## config.mk

```make
export PLATFORM = sky130hd
export DESIGN_NAME = gsensor_hex_display
export DESIGN_NICKNAME = d
export VERILOG_FILES = /design/src/rtl/gsensor_pkg.sv /design/src/rtl/gsensor_axis_decode.sv /design/src/rtl/gsensor_hex_display.sv
export SDC_FILE = /design/constraint.sdc
export NUM_CORES = 1
export LEC_CHECK = 0
export BUFFER_PORTS_ARGS = -buffer_cell sky130_fd_sc_hd__buf_2
export CAP_MARGIN = 20
export CORE_MARGIN = 2
export CORE_UTILIZATION = 60
export CTS_BUF_LIST = sky130_fd_sc_hd__clkbuf_16
export DETAILED_ROUTE_END_ITERATION = 8
export PLACE_DENSITY_LB_ADDON = 0.3
export SLEW_MARGIN = 0
export SYNTH_ARGS = -nofsm -noshare
export SYNTH_HDL_FRONTEND = slang
export SYNTH_SLANG_ARGS = --single-unit
```

## constraint.sdc

```tcl
create_clock -name clk -period 3.7 [get_ports clk]
set_input_delay 0.74 -clock clk [delete_from_list [all_inputs] [get_ports clk]]
set_output_delay 0.74 -clock clk [all_outputs]
set_load 0.02 [all_outputs]
```

## src/rtl/gsensor_pkg.sv

```systemverilog
// ============================================================================
// gsensor_pkg : shared glyph patterns, axis codes and digit helpers
// Rev 1.0
// ============================================================================
`default_nettype none

package gsensor_pkg;

    typedef logic [6:0] seg7_t;

    // Active-low {g,f,e,d,c,b,a} glyphs
    localparam seg7_t C_SEG_0     = 7'b1000000;
    localparam seg7_t C_SEG_1     = 7'b1111001;
    localparam seg7_t C_SEG_2     = 7'b0100100;
    localparam seg7_t C_SEG_3     = 7'b0110000;
    localparam seg7_t C_SEG_DASH  = 7'b0111111;
    localparam seg7_t C_SEG_E     = 7'b0000110;
    localparam seg7_t C_SEG_BLANK = 7'b1111111;

    localparam logic [7:0] C_AXIS_LEVEL = 8'h00;
    localparam logic [7:0] C_AXIS_POS1  = 8'hA1;
    localparam logic [7:0] C_AXIS_POS2  = 8'hA2;
    localparam logic [7:0] C_AXIS_POS3  = 8'hA3;
    localparam logic [7:0] C_AXIS_NEG1  = 8'hB1;
    localparam logic [7:0] C_AXIS_NEG2  = 8'hB2;
    localparam logic [7:0] C_AXIS_NEG3  = 8'hB3;

    localparam logic [15:0] C_CODE_LEVEL = 16'h0000;

    typedef enum logic [1:0] {
        DIG_Y_MAG  = 2'd0,
        DIG_Y_SIGN = 2'd1,
        DIG_X_MAG  = 2'd2,
        DIG_X_SIGN = 2'd3
    } digit_t;

    function automatic logic [3:0] digit_enable(input digit_t idx);
        logic [3:0] en;
        case (idx)
            DIG_Y_MAG:  en = 4'b1110;
            DIG_Y_SIGN: en = 4'b1101;
            DIG_X_MAG:  en = 4'b1011;
            DIG_X_SIGN: en = 4'b0111;
            default:    en = 4'b1111;
        endcase
        return en;
    endfunction

endpackage

`default_nettype wire

```

## src/rtl/gsensor_axis_decode.sv

```systemverilog
// ============================================================================
// gsensor_axis_decode : one tilt-axis byte to sign and magnitude glyphs
// Rev 1.0
// ============================================================================
`default_nettype none

module gsensor_axis_decode (
    input  logic [7:0] axis_i,
    output logic [6:0] sign_o,
    output logic [6:0] mag_o
);

    import gsensor_pkg::*;

    always_comb begin
        // Anything outside the known code set shows as "-E"
        sign_o = C_SEG_DASH;
        mag_o  = C_SEG_E;
        case (axis_i)
            C_AXIS_LEVEL: begin sign_o = C_SEG_BLANK; mag_o = C_SEG_0; end
            C_AXIS_POS1:  begin sign_o = C_SEG_BLANK; mag_o = C_SEG_1; end
            C_AXIS_POS2:  begin sign_o = C_SEG_BLANK; mag_o = C_SEG_2; end
            C_AXIS_POS3:  begin sign_o = C_SEG_BLANK; mag_o = C_SEG_3; end
            C_AXIS_NEG1:  begin sign_o = C_SEG_DASH;  mag_o = C_SEG_1; end
            C_AXIS_NEG2:  begin sign_o = C_SEG_DASH;  mag_o = C_SEG_2; end
            C_AXIS_NEG3:  begin sign_o = C_SEG_DASH;  mag_o = C_SEG_3; end
            default: ;
        endcase
    end

endmodule

`default_nettype wire

```

## src/rtl/gsensor_hex_display.sv

```systemverilog
// ============================================================================
// gsensor_hex_display : debounced tilt code shown on a 4-digit multiplexed
//                       7-segment display with a blinking level indicator
// Rev 1.0
// ============================================================================
`default_nettype none

module gsensor_hex_display #(
    parameter int SCAN_DIV      = 50000,
    parameter int STABLE_CYCLES = 1000000,
    parameter int BLINK_DIV     = 12500000
) (
    input  logic        clk,
    input  logic        reset_n,
    input  logic [15:0] gsensor_hex_data,
    output logic [7:0]  seg,
    output logic [3:0]  dig_en,
    output logic        level_ok,
    output logic        disp_update
);

    import gsensor_pkg::*;

    localparam int C_SCAN_W  = (SCAN_DIV > 1)      ? $clog2(SCAN_DIV)      : 1;
    localparam int C_STAB_W  = (STABLE_CYCLES > 1) ? $clog2(STABLE_CYCLES) : 1;
    localparam int C_BLINK_W = (BLINK_DIV > 1)     ? $clog2(BLINK_DIV)     : 1;

    localparam logic [C_SCAN_W-1:0]  C_SCAN_LAST  = C_SCAN_W'(SCAN_DIV - 1);
    localparam logic [C_STAB_W-1:0]  C_STAB_LAST  = C_STAB_W'(STABLE_CYCLES - 1);
    localparam logic [C_STAB_W-1:0]  C_STAB_PRE   = C_STAB_W'(STABLE_CYCLES - 2);
    localparam logic [C_BLINK_W-1:0] C_BLINK_LAST = C_BLINK_W'(BLINK_DIV - 1);

    logic [15:0]          cand_q;
    logic [C_STAB_W-1:0]  stab_cnt_q;
    logic [15:0]          disp_q;
    logic                 level_q;
    logic                 upd_q;

    logic [C_SCAN_W-1:0]  scan_cnt_q;
    digit_t               idx_q;
    logic [C_BLINK_W-1:0] blink_cnt_q;
    logic                 phase_q;
    logic [7:0]           seg_q;
    logic [3:0]           dig_en_q;

    logic [7:0]           seg_d;
    logic [3:0]           dig_en_d;

    logic [6:0]           sign_seg [2];
    logic [6:0]           mag_seg  [2];

    // Index 1 decodes the X byte, index 0 the Y byte
    for (genvar a = 0; a < 2; a++) begin : g_axis
        gsensor_axis_decode u_axis_decode (
            .axis_i (disp_q[a*8 +: 8]),
            .sign_o (sign_seg[a]),
            .mag_o  (mag_seg[a])
        );
    end

    // Any input change restarts the stability window from zero
    always_ff @(posedge clk or negedge reset_n) begin
        if (!reset_n) begin
            cand_q     <= C_CODE_LEVEL;
            stab_cnt_q <= '0;
            disp_q     <= C_CODE_LEVEL;
            level_q    <= 1'b1;
            upd_q      <= 1'b0;
        end else begin
            upd_q <= 1'b0;
            if (gsensor_hex_data != cand_q) begin
                cand_q     <= gsensor_hex_data;
                stab_cnt_q <= '0;
            end else if (stab_cnt_q != C_STAB_LAST) begin
                stab_cnt_q <= stab_cnt_q + 1'b1;
                if ((stab_cnt_q == C_STAB_PRE) && (cand_q != disp_q)) begin
                    disp_q  <= cand_q;
                    level_q <= (cand_q == C_CODE_LEVEL);
                    upd_q   <= 1'b1;
                end
            end
        end
    end

    always_comb begin
        seg_d = 8'hFF;
        case (idx_q)
            DIG_X_SIGN: seg_d[6:0] = sign_seg[1];
            DIG_X_MAG:  seg_d[6:0] = mag_seg[1];
            DIG_Y_SIGN: seg_d[6:0] = sign_seg[0];
            DIG_Y_MAG:  seg_d[6:0] = mag_seg[0];
            default:    seg_d[6:0] = C_SEG_BLANK;
        endcase
        // level_q gating keeps dp dark on the very edge the code leaves level
        seg_d[7] = ~(level_q && phase_q &&
                     ((idx_q == DIG_X_MAG) || (idx_q == DIG_Y_MAG)));
        dig_en_d = digit_enable(idx_q);
    end

    always_ff @(posedge clk or negedge reset_n) begin
        if (!reset_n) begin
            scan_cnt_q  <= '0;
            idx_q       <= DIG_Y_MAG;
            blink_cnt_q <= '0;
            phase_q     <= 1'b0;
            seg_q       <= 8'hFF;
            dig_en_q    <= 4'hF;
        end else begin
            if (scan_cnt_q == C_SCAN_LAST) begin
                scan_cnt_q <= '0;
                idx_q      <= digit_t'(idx_q + 2'd1);
            end else begin
                scan_cnt_q <= scan_cnt_q + 1'b1;
            end

            if (!level_q) begin
                blink_cnt_q <= '0;
                phase_q     <= 1'b0;
            end else if (blink_cnt_q == C_BLINK_LAST) begin
                blink_cnt_q <= '0;
                phase_q     <= ~phase_q;
            end else begin
                blink_cnt_q <= blink_cnt_q + 1'b1;
            end

            seg_q    <= seg_d;
            dig_en_q <= dig_en_d;
        end
    end

    assign seg         = seg_q;
    assign dig_en      = dig_en_q;
    assign level_ok    = level_q;
    assign disp_update = upd_q;

endmodule

`default_nettype wire

```

### Word level (Yosys, flattened, before mapping)

Cells that the tools add are included.

* bits in registers: 109
* input port bits: 18
* output and inout bits: 14
* logic and storage cells: 74

* add/sub/neg operators: 4
* equality and inequality tests: 22
* mux-type cells: 16
* bitwise gates (word level): 3
* reductions and logical operators: 18

Operators with widths (number)
* equality test 8 bit, second input constant: 12
* case mux 7 bit (4 select lines): 3
* two-way mux 24 bit: 2
* two-way mux 20 bit: 2
* != test 16 bit: 2
* adder 24 x 1 -> 24 bit, second input constant: 1
* equality test 24 bit, second input constant: 1
* adder 20 x 1 -> 20 bit, second input constant: 1
* equality test 20 bit, second input constant: 1
* != test 20 bit, second input constant: 1
* adder 16 x 1 -> 16 bit, second input constant: 1
* equality test 16 bit, second input constant: 1
* zero test 16 bit: 1
* zero test 8 bit: 2
* two-way mux 16 bit: 1
* case mux 4 bit (4 select lines): 1
* two-way mux 7 bit: 2
* OR reduction 2 bit: 6
* OR reduction 4 bit: 2
* two-way mux 1 bit: 5
* equality test 2 bit, second input constant: 2
* logical AND 1 bit: 3
* inverter 1 bit: 3
* AND reduction 3 bit: 1
* 6 further kinds: 6

### Depth between registers and ports, before layout

Gate-level depths: netlist of the first run.

* depth in word-level cells: 5
* mapped depth: 7
* mapped depth without buffers: 7

### Modules after synthesis

From an unflattened synthesis of the first run, not the netlist that was laid out.

* cells, all modules: 524
* area total of the unflattened synthesis: 5495.3 µm²

Modules (own cells, without submodules)
* gsensor_hex_display: instances 1, cells an instance 478, area an instance 5175.0 µm², sequential area each 2743.9 µm²
* gsensor_axis_decode: instances 2, cells an instance 23, area an instance 160.2 µm², sequential area each 0.0 µm²

### Worst setup path after synthesis of the first run

No wires, ideal clock.

* path kind: register to register
* from: register stab_cnt_q[15]
* to: register disp_q[10]
* setup time: 125 ps
* arrival: 2115 ps
* required time: 3575 ps
* setup slack: 1460 ps
* cell stages (with the launch flop): 6
* path buffers: 1
* clock period less this slack: 2240 ps
* path through: dfrtp_1 > or4_4 > nor4_4 > nand4b_4 > buf_6 > mux2_4

* cells in the longest elaborated chain, start to end: 3
* elaborated cells on any way between the ends: 4
* those cells by class: eq/ne (2); reduce/logical (2)

RTL lines
* from (decl): RTL line gsensor_hex_display.sv:34 `logic [C_STAB_W-1:0] stab_cnt_q;`
* from (signal assigned): RTL line gsensor_hex_display.sv:75 `stab_cnt_q <= stab_cnt_q + 1'b1;`
* equality test 20 bit: RTL line gsensor_hex_display.sv:76 `if ((stab_cnt_q == C_STAB_PRE) && (cand_q != disp_q)) begin`
* logical AND 1 bit: RTL line gsensor_hex_display.sv:76
* AND reduction 3 bit (no source line) (*)
* to (signal assigned): RTL line gsensor_hex_display.sv:77 `disp_q <= cand_q;`
* to (decl): RTL line gsensor_hex_display.sv:35 `logic [15:0] disp_q;`

Mark *: on every way between the ends. The rest lies on a longest branch, timed or not.
A chain may end at the register's enable or synchronous reset.

### Worst setup path in the final report of the first run

Ends and elaborated chain as after synthesis.

==> impl_metrics.yaml, run 1 <==
status:
  status: "finished, final reports clean"
timing:
  skew_ns: 0.00798
  setup_tns_ns: 0
  fin_ws_ns: 1.11
  max_freq_mhz: 387
  drv_slew: 0
  finalSetupViolCount: 0
  hold_viol_final: 0
  rsz0062_at_grt: "no"
  finalCritPeriodShare: 0.699
  worst_slew_pin_slew_ns: 0.992
  relSlewSlack: 0.334
  period_minus_slack_ns: 2.59
floorplan:
  die_y_um: 97.4
  die_x_um: 97.4
  num_rows: 34
  start_util: 0.609
  core_area_um2: 8590
  io_pins: 32
  dieArea_um2: 9480
yosys:
  yosys_most_used_dff: "dfrtp_1"
  ys_top_cells_by_area: "dfrtp_1, xor2_1, dfstp_2, nor2_1, xnor2_1"
  syn_inst: 490
  yosys.area.top_type: "dfrtp_1"
  synth_cell_types: 44
  syn_area_per_cell_um2: 10.7
  synth_nets: 520
  synth_seq_cells: 108
  synth.yosys.seq_area_share: 0.520
  yosys_warnings: 0
  synthesis.area_um2: 5230
  synth_edf_count: 0
  synth_top_cell_area_share: 0.459
  synth-async-reset-ratio: 1.00
cts:
  post_cts_resized: 0
  insertion_delay_ns: 0.33
  clkTransAtPathRegs_ns: 0.07
  cts_made_buffers: 9
  cts_tree: "built"
  cts_setup_buffers: 0
  clk_path_buf_depth: 2
  htreeDepth: 3
  cts_sinks: 108
  cts-root-buf: "clkbuf_16"
  holdBufCountCts: 0
setup_path:
  start_kind: "register"
  crit_family: "simple AND/OR/NAND/NOR gates"
  path_max_fanout: 18
  worstSetupPathType: "reg2reg"
  worstPathRequired_ns: 3.92
  end_kind: "register"
  path_buf_inv: 0
  critPathMaxStageDelay_ns: 0.57
  critPathArrivalTime_ns: 2.80
  path_cells: "or4_4 > nor4_4 > nand4b_4 > mux2_4"
  crit_slowest_cell: "nor4_4"
route:
  wire_per_inst_um: 15.4
  vias: 3547
  drt_iter0_markers: 125
  first_pass_iters: 4
  ant_nets: 0
  wl_um: 9610
  drc: 0
  vias_per_cell: 5.67
finish:
  fin_area_um2: 5790
  fin_util: 0.674
  area_growth_pct: 10.7
  final_layout_size_suffix_gt1_frac: 0.160
  nFillCells: 618
  antenna_cells: 0
  layout.nets: 543
grt:
  grt_max_degree: 87
  grt_usage: 0.218
  grt_pass1_wl_um: 16800
  first_global_vias: 3544
  antenna_found_initial: 0
  overflow: 0
placement:
  place_hpwl_um: 6690
  place_area_um2: 5440
  place.gp.congestion: 0.812
  pre_cts_slack_ns: 0.959
  numPortBuffers: 31
job:
  drv_cap: 0
power_and_ir_drop:
  p_leak_uw: 0.00271
  powerDensity_nw_per_um2: 391
  peakVddDrop_mv: 0.219
min_path:
  hold_class: "in2async"
-- stage by stage --
stage                     std cells  hold WS, ns  total power [µW]
after floorplan                 490        0.432              1250
after global placement          608        0.464              1280
after detailed placement        608        0.467              1290
after CTS                       624        0.472              2290
after global routing            626        0.367              2350
final                           626        0.341              2270
-- logic make-up after synthesis --
family                     count (synthesis)  share of synthesized area
DFF                                      108                      0.520
and+or+nand+nor                          206                      0.210
xor gates and xnor gates                  84                      0.141
AOI/OAI and AO/OA                         21                     0.0249
adders and majority gates                 12                     0.0287
muxes                                     18                     0.0443
buffers and inverters                     41                     0.0316
-- Yosys cell counts (15+ instances only) --
cell       n
clkbuf_1  22
dfrtp_1   96
inv_1     17
nand2_1   21
nand3_1   27
nand4_1   20
nor2_1    63
nor3_1    15
nor4_1    17
xnor2_1   26
xor2_1    58
-- cells in the final DEF, fill, tap and decap left out, drive strengths merged, types with 3 or more instances in the layout --
cell type,instances
and2,4
nand3,27
inv,18
o21ai,5
a21oi,7
nand2,21
and3,11
nand4,20
nor3,15
xor2,58
dfrtp,96
nor2b,4
nand4b,3
nor4,18
or3,3
nor3b,3
xnor2,26
clkbuf,10
mux2,17
buf,35
dfstp,12
ha,12
clkinv,4
nor2,63
-- power by group --
part	internal, µW	switching, µW
registers	1190	15.7
clock network	590	408
logic	23.4	39.1
total	1800	463
-- final timing paths --
path	from	to	slack, ns	depth (start not counted)
min	reset_n	disp_update$_DFF_PN0_	0.34	1
max in group asynchronous	reset_n	scan_cnt_q[4]$_DFF_PN0_	2.51	3
max reg2reg	stab_cnt_q[15]$_DFFE_PN0P_	disp_q[10]$_DFFE_PN0P_	1.11	4
min reg2reg	phase_q$_DFFE_PN0P_	seg[7]$_DFF_PN1_	0.47	1
max	stab_cnt_q[15]$_DFFE_PN0P_	disp_q[10]$_DFFE_PN0P_	1.11	4
min in group clk	phase_q$_DFFE_PN0P_	seg[7]$_DFF_PN1_	0.47	1
-- metal layers --
layer	vias up	global-route usage	part of all wire
met2	68	0.356	0.49
met5	-	0	0
met1	1735	0.289	0.46
met4	0	0.0844	0.021
met3	22	0.0439	0.026
li1	1722	-	-
-- layout make-up --
type                       instances  area [µm²]  share of cell area
timing repair buffer              36         213              0.0367
inverter                          17        63.8              0.0110
tap                              108         135              0.0233
clock inverter                     7        88.8              0.0153
clock buffer                       9         225              0.0389
multi-input combinational        341        2350               0.405
sequential                       108        2720               0.469
-- registers in the layout, summed over array words and instances, names as in the netlist, 2 cells and up --
signal and count:
blink_cnt_q 24, stab_cnt_q 20, cand_q 16, disp_q 16
scan_cnt_q 16, seg 7, dig_en 4, idx_q 2
No activity file was read; power rests on OpenSTA's default activity.
==> run 2, diff against run 1 <==
--- a/config.mk
+++ b/config.mk
@@ -5,6 +5,7 @@
 export SDC_FILE = /design/constraint.sdc
 export NUM_CORES = 1
 export LEC_CHECK = 0
+export ABC_AREA = 1
 export BUFFER_PORTS_ARGS = -buffer_cell sky130_fd_sc_hd__buf_2
 export CAP_MARGIN = 20
 export CORE_MARGIN = 2
==> constraint.sdc (replaced) <==
create_clock -name clk -period 2.5 [get_ports clk]
set_input_delay 0.5 -clock clk [delete_from_list [all_inputs] [get_ports clk]]
set_output_delay 0.5 -clock clk [all_outputs]
set_load 0.02 [all_outputs]
==> run 2 against run 1 <==
Non-clock buffer count decreased by 1. Critical path depth rose by 6. Combinational power grew 97%. Critical endpoint is now disp_q[3]$_DFFE_PN0P_.
==> impl_metrics.yaml, run 2 <==
yosys:
  synth_cell_types: 40
  syn_inst: 785
  synth_edf_count: 0
  yosys-top-cells-count: "nand2_1, inv_1, nor2_1"
  synth_nets: 815
  ys_top_cells_by_area: "dfrtp_1, nand2_1, inv_1, nor2_1, dfstp_2"
  synth_top_cell_area_share: 0.410
  yosys_most_used_dff: "dfrtp_1"
  synth_seq_cells: 108
  synth-async-reset-ratio: 1.00
  syn_area_per_cell_um2: 7.47
  yosys.area.top_type: "dfrtp_1"
  synth.yosys.seq_area_share: 0.464
  synthesis.area_um2: 5860
  yosys_warnings: 0
  post-synth-top-count-cell: "nand2_1"
route:
  ant_nets: 0
  vias_per_cell: 5.17
  vias: 4894
  first_pass_iters: 5
  drt_iter0_markers: 193
  drc: 0
  wire_per_inst_um: 12.4
  wl_um: 11700
cts:
  cts_tree: "built"
  clk_path_buf_depth: 2
  insertion_delay_ns: 0.35
  cts_sinks: 108
  cts-root-buf: "clkbuf_16"
  htreeDepth: 3
  holdBufCountCts: 0
  post_cts_resized: 0
  clkTransAtPathRegs_ns: 0.07
  cts_setup_buffers: 0
  cts_made_buffers: 9
setup_path:
  critPathArrivalTime_ns: 2.19
  worstSetupPathType: "reg2reg"
  worstPathRequired_ns: 2.74
  r2r_start: "stab_cnt_q[1]$_DFFE_PN0P_"
  end_kind: "register"
  path_max_fanout: 21
  crit_start: "stab_cnt_q[1]$_DFFE_PN0P_"
  start_kind: "register"
finish:
  multi_input_area_um2: 2560
  area_growth_pct: 9.41
  layout.nets: 838
  largest_register_ffs: 24
  nFillCells: 839
  fin_util: 0.665
  final_common_cell: "nand2_1"
  reg.largest.list: "blink_cnt_q: 24 flops, stab_cnt_q: 20 flops"
  antenna_cells: 0
  final_layout_size_suffix_gt1_frac: 0.111
  top_register: "blink_cnt_q"
  seq_area_um2: 2720
  most-common-layout-cells: "nand2_1, inv_1, nor2_1"
  fin_area_um2: 6410
grt:
  grt_max_degree: 42
  grt_pass1_wl_um: 20100
  overflow: 0
  grt_usage: 0.240
  antenna_found_initial: 0
  first_global_vias: 4606
timing:
  hold_viol_final: 0
  relSlewSlack: 0.641
  worst_slew_pin_slew_ns: 0.539
  max_freq_mhz: 514
  skew_ns: 0.00486
  finalCritPeriodShare: 0.779
  rsz0062_at_grt: "no"
  period_minus_slack_ns: 1.95
  drv_slew: 0
  setup_tns_ns: 0
  finalSetupViolCount: 0
floorplan:
  dieArea_um2: 10600
  die_y_um: 103
  die_x_um: 103
  num_rows: 36
  io_pins: 32
  core_area_um2: 9640
  start_util: 0.608
power_and_ir_drop:
  p_leak_uw: 0.00315
  power_uw: 3330
  peakVddDrop_mv: 0.466
  powerDensity_nw_per_um2: 520
placement:
  place_area_um2: 6110
  place.gp.congestion: 0.857
  numPortBuffers: 31
  place_hpwl_um: 8620
min_path:
  hold_class: "in2async"
status:
  status: "finished, final reports clean"
job:
  drv_cap: 0
run 2: cell types whose count changed in the layout (fill, tap and decap cells not counted), sizes merged, moves of 4 or more:
cell,change
inv,+108
xor2,-47
o21ai,+31
nor4,-13
nor2,+48
nor2b,-4
nand2,+205
a21oi,+14
mux2,-17
xnor2,-26
nor3,+11
and3,-11
and2,-4
nand3,+9
run 2: metal layers:
layer  track usage  wire length, µm  vias to the layer above
li1              -                -                     2491
met1         0.300             5230                     2277
met2         0.417             5810                      115
met3        0.0631              573                       11
met4        0.0607              126                        0
met5             0                0                        -
run 2: worst paths after layout:
check / endpoint / slack (ns) / cells after the start
worst max-delay path: disp_q[3]$_DFFE_PN0P_ / 0.55 / 10
worst min-delay path: cand_q[11]$_DFFE_PN0N_ / 0.13 / 1
worst max register to register: disp_q[3]$_DFFE_PN0P_ / 0.55 / 10
max in group asynchronous: dig_en[2]$_DFF_PN1_ / 1.72 / 2
worst min register to register: seg[7]$_DFF_PN1_ / 0.44 / 1
min in group clk: cand_q[1]$_DFFE_PN0N_ / 0.28 / 1
run 2: cell families (layout without fill, tap and decap cells):
| logic type | count (synthesis) | in the layout | synth area share |
|---|---|---|---|
| AND/OR/NAND/NOR | 431 | 431 | 0.323 |
| buffers and inverters | 149 | 177 | 0.100 |
| flip-flops | 108 | 108 | 0.464 |
| AO/OA/AOI/OAI | 74 | 74 | 0.0707 |
| adder cells (fa/ha/maj) | 12 | 12 | 0.0256 |
| XOR/XNOR | 11 | 11 | 0.0164 |
run 2: area by class of cell:
type                            instances  share of cell area
Tap cell                              133              0.0259
Timing Repair Buffer                   35              0.0312
Inverter                              126              0.0737
Multi-Input combinational cell        528               0.399
Sequential cell                       108               0.424
Clock buffer                            9              0.0351
Clock inverter                          7              0.0117
run 2: stage by stage:
step	hold slack (ns)	instances	setup slack [ns]
6_report	0.131	946	0.553
4_1_cts	0.139	946	0.569
2_1_floorplan	0.204	785	0.889
3_3_place_gp	0.424	930	0.573
3_5_place_dp	0.430	930	0.500
5_1_grt	0.165	946	0.383
run 2: worst max-delay path, cell delays in order, from the launching register on:
cell and delay [ns]:
dfrtp_1 0.42, ha_1 0.20, inv_1 0.08, nor2_4 0.16, inv_2 0.05, nor2_2 0.15
nand3_2 0.20, nand3_4 0.31, nor2_8 0.12, nand2_1 0.08, nand2_1 0.06
run 2: power by group:
part	internal, µW	total, µW	switching (µW)
Combinational	39.5	123	83.5
Sequential	1760	1780	16.4
Clock	780	1430	655
==> run 3, diff against run 2 <==
--- a/config.mk
+++ b/config.mk
@@ -5,11 +5,11 @@
 export SDC_FILE = /design/constraint.sdc
 export NUM_CORES = 1
 export LEC_CHECK = 0
-export ABC_AREA = 1
+export ABC_AREA = 0
 export BUFFER_PORTS_ARGS = -buffer_cell sky130_fd_sc_hd__buf_2
 export CAP_MARGIN = 20
 export CORE_MARGIN = 2
-export CORE_UTILIZATION = 60
+export CORE_UTILIZATION = 55
 export CTS_BUF_LIST = sky130_fd_sc_hd__clkbuf_16
 export DETAILED_ROUTE_END_ITERATION = 8
 export PLACE_DENSITY_LB_ADDON = 0.3
==> constraint.sdc (replaced) <==
create_clock -name clk -period 1.6 [get_ports clk]
set_input_delay 0.32 -clock clk [delete_from_list [all_inputs] [get_ports clk]]
set_output_delay 0.32 -clock clk [all_outputs]
set_load 0.02 [all_outputs]
==> run 3 against run 2 <==
The flow now finishes with violations (setup timing). Sequential power is 56% higher. Clock power is 59% higher. Core utilization is 11 points higher. Routed wire length is 15% higher. Combinational power is 54% higher. Clock skew is 0.0060 ns higher. Flip-flop and latch count stayed put. Global-route usage is 1.1 points higher. First-iteration DRC count is 3.6% higher. Worst hold slack worse by 0.028 ns. Die area is 2.6% lower.
==> impl_metrics.yaml, run 3 (synthesis gave the netlist of run 1 again) <==
status:
  status: "finished, violations left"
  violations: "setup timing"
finish:
  largest_register_ffs: 24
  nFillCells: 556
  top_register: "blink_cnt_q"
  reg.largest.list: "blink_cnt_q: 24 flops, stab_cnt_q: 20 flops"
  area_growth_pct: 36.5
  final_common_cell: "buf_4"
  antenna_cells: 0
  layout.nets: 658
  final_layout_size_suffix_gt1_frac: 0.425
  final_cells: 762
  most-common-layout-cells: "buf_4, dfrtp_1, xor2_1"
min_path:
  hold_class: "in2reg"
setup_path:
  worstPathRequired_ns: 1.83
  critPathMaxStageDelay_ns: 0.55
  end_kind: "register"
  crit_slowest_cell: "or4_4"
  r2r_start: "stab_cnt_q[15]$_DFFE_PN0P_"
  path_max_fanout: 18
  path_buf_inv: 1
  worst-path-stages: 5
  start_kind: "register"
  crit_family: "simple AND/OR/NAND/NOR gates"
  worstSetupPathType: "reg2reg"
  crit_start: "stab_cnt_q[15]$_DFFE_PN0P_"
  r2r-end: "disp_q[8]$_DFFE_PN0P_"
  path_cells: "or4_4 > nor4_4 > nand4b_4 > buf_12 > mux2_4"
  rrSetupSlack_ns: -0.49
  reg2regPathDepth: 5
  crit_end: "disp_q[8]$_DFFE_PN0P_"
  critPathArrivalTime_ns: 2.31
grt:
  grt_pass1_wl_um: 20200
  use_met3: 0.0511
  globalRouteMet2Util: 0.429
  grt_max_degree: 48
  first_global_vias: 4206
  antenna_found_initial: 0
  grt_usage: 0.251
  overflow: 0
  busiest_layer: "met2"
  use_met1: 0.317
route:
  vias: 4264
  drt_iter0_markers: 200
  drc: 0
  wire_per_inst_um: 17.7
  ant_nets: 0
  first_pass_iters: 4
  vias_per_cell: 5.60
  wl_um: 13500
cts:
  clk_path_buf_depth: 2
  cts_sinks: 108
  cts-root-buf: "clkbuf_16"
  clkTransAtPathRegs_ns: 0.08
  cts_tree: "built"
  htreeDepth: 3
  insertion_delay_ns: 0.35
  cts_made_buffers: 9
power_and_ir_drop:
  powerDensity_nw_per_um2: 733
  p_leak_uw: 0.00338
  peakVddDrop_mv: 0.689
timing:
  rsz0062_at_grt: "yes"
  period_minus_slack_ns: 2.09
  relSlewSlack: 0.708
  finalSetupViolCount: 61
  drv_slew: 0
  hold_slack_ns: 0.103
  fin_ws_ns: -0.487
  worst_slew_pin_slew_ns: 0.437
  finalCritPeriodShare: 1.30
  max_freq_mhz: 479
  skew_ns: 0.0108
  hold_viol_final: 0
job:
  drv_cap: 0
placement:
  dp_cells: 719
  numPortBuffers: 31
  place_hpwl_um: 7910
  place.gp.congestion: 0.833
floorplan:
  io_pins: 32
  dieArea_um2: 10300
  die_y_um: 102
  core_area_um2: 9240
  start_util: 0.566
  num_rows: 35
  die_x_um: 102
run 3: worst reg2reg max path: stages, from the launching register on:
cell and delay (ns):
dfrtp_1 0.39, or4_4 0.55, nor4_4 0.38, nand4b_4 0.15, buf_12 0.19, mux2_4 0.30
run 3: repair_timing:
action,4_1_cts,5_1_grt
hold endpoints to repair,20,0
resized for setup,22,79
buffers inserted,10,10
endpoints found under the setup margin,62,69
pin swaps,9,19
hold buffers,1,0
gates cloned,3,3
run 3: area by class of cell:
class                   count  area (µm²)  area share
repair buffers            148        1130       0.158
clock buffers               9         225      0.0316
clock inverters             7        73.8      0.0103
well taps                 129         161      0.0226
multi-input cells         344        2770       0.388
inverters                  17        63.8     0.00894
flip-flops and latches    108        2720       0.381
run 3: worst min-delay path by stage:
stage,end,depth (start not counted),start
5_1_grt,cand_q[2]$_DFFE_PN0N_,1,gsensor_hex_data[2]
4_1_cts,cand_q[5]$_DFFE_PN0N_,1,gsensor_hex_data[5]
2_1_floorplan,blink_cnt_q[0]$_DFF_PN0_,0,reset_n
6_report,cand_q[5]$_DFFE_PN0N_,1,gsensor_hex_data[5]
3_3_place_gp,disp_update$_DFF_PN0_,1,reset_n
3_5_place_dp,disp_update$_DFF_PN0_,1,reset_n
run 3: power breakdown:
group | switching [µW] | total [µW] | internal (µW) | leakage, µW
logic | 109 | 189 | 80.3 | 0.00184
registers | 26.0 | 2780 | 2750 | 0.00140
clock network | 1040 | 2270 | 1230 | 0.000147
run 3: metrics by stage:
stage	instance area (µm²)	power [µW]	util	worst slack (ns)	TNS, ns
2_1_floorplan	5280	2880	-	-0.639	-12.95
3_3_place_gp	6210	3010	0.673	-0.415	-12.53
3_5_place_dp	6210	3010	0.673	-0.449	-14.20
4_1_cts	6720	5250	0.728	-0.464	-13.18
5_1_grt	7140	5400	0.772	-0.542	-22.00
6_report	7140	5230	0.772	-0.487	-19.52
run 3: per-layer routing:
layer,routed length [µm],up-vias
met2,7100,127
li1,-,1942
met4,372,0
met5,0,-
met1,5430,2160
met3,553,35
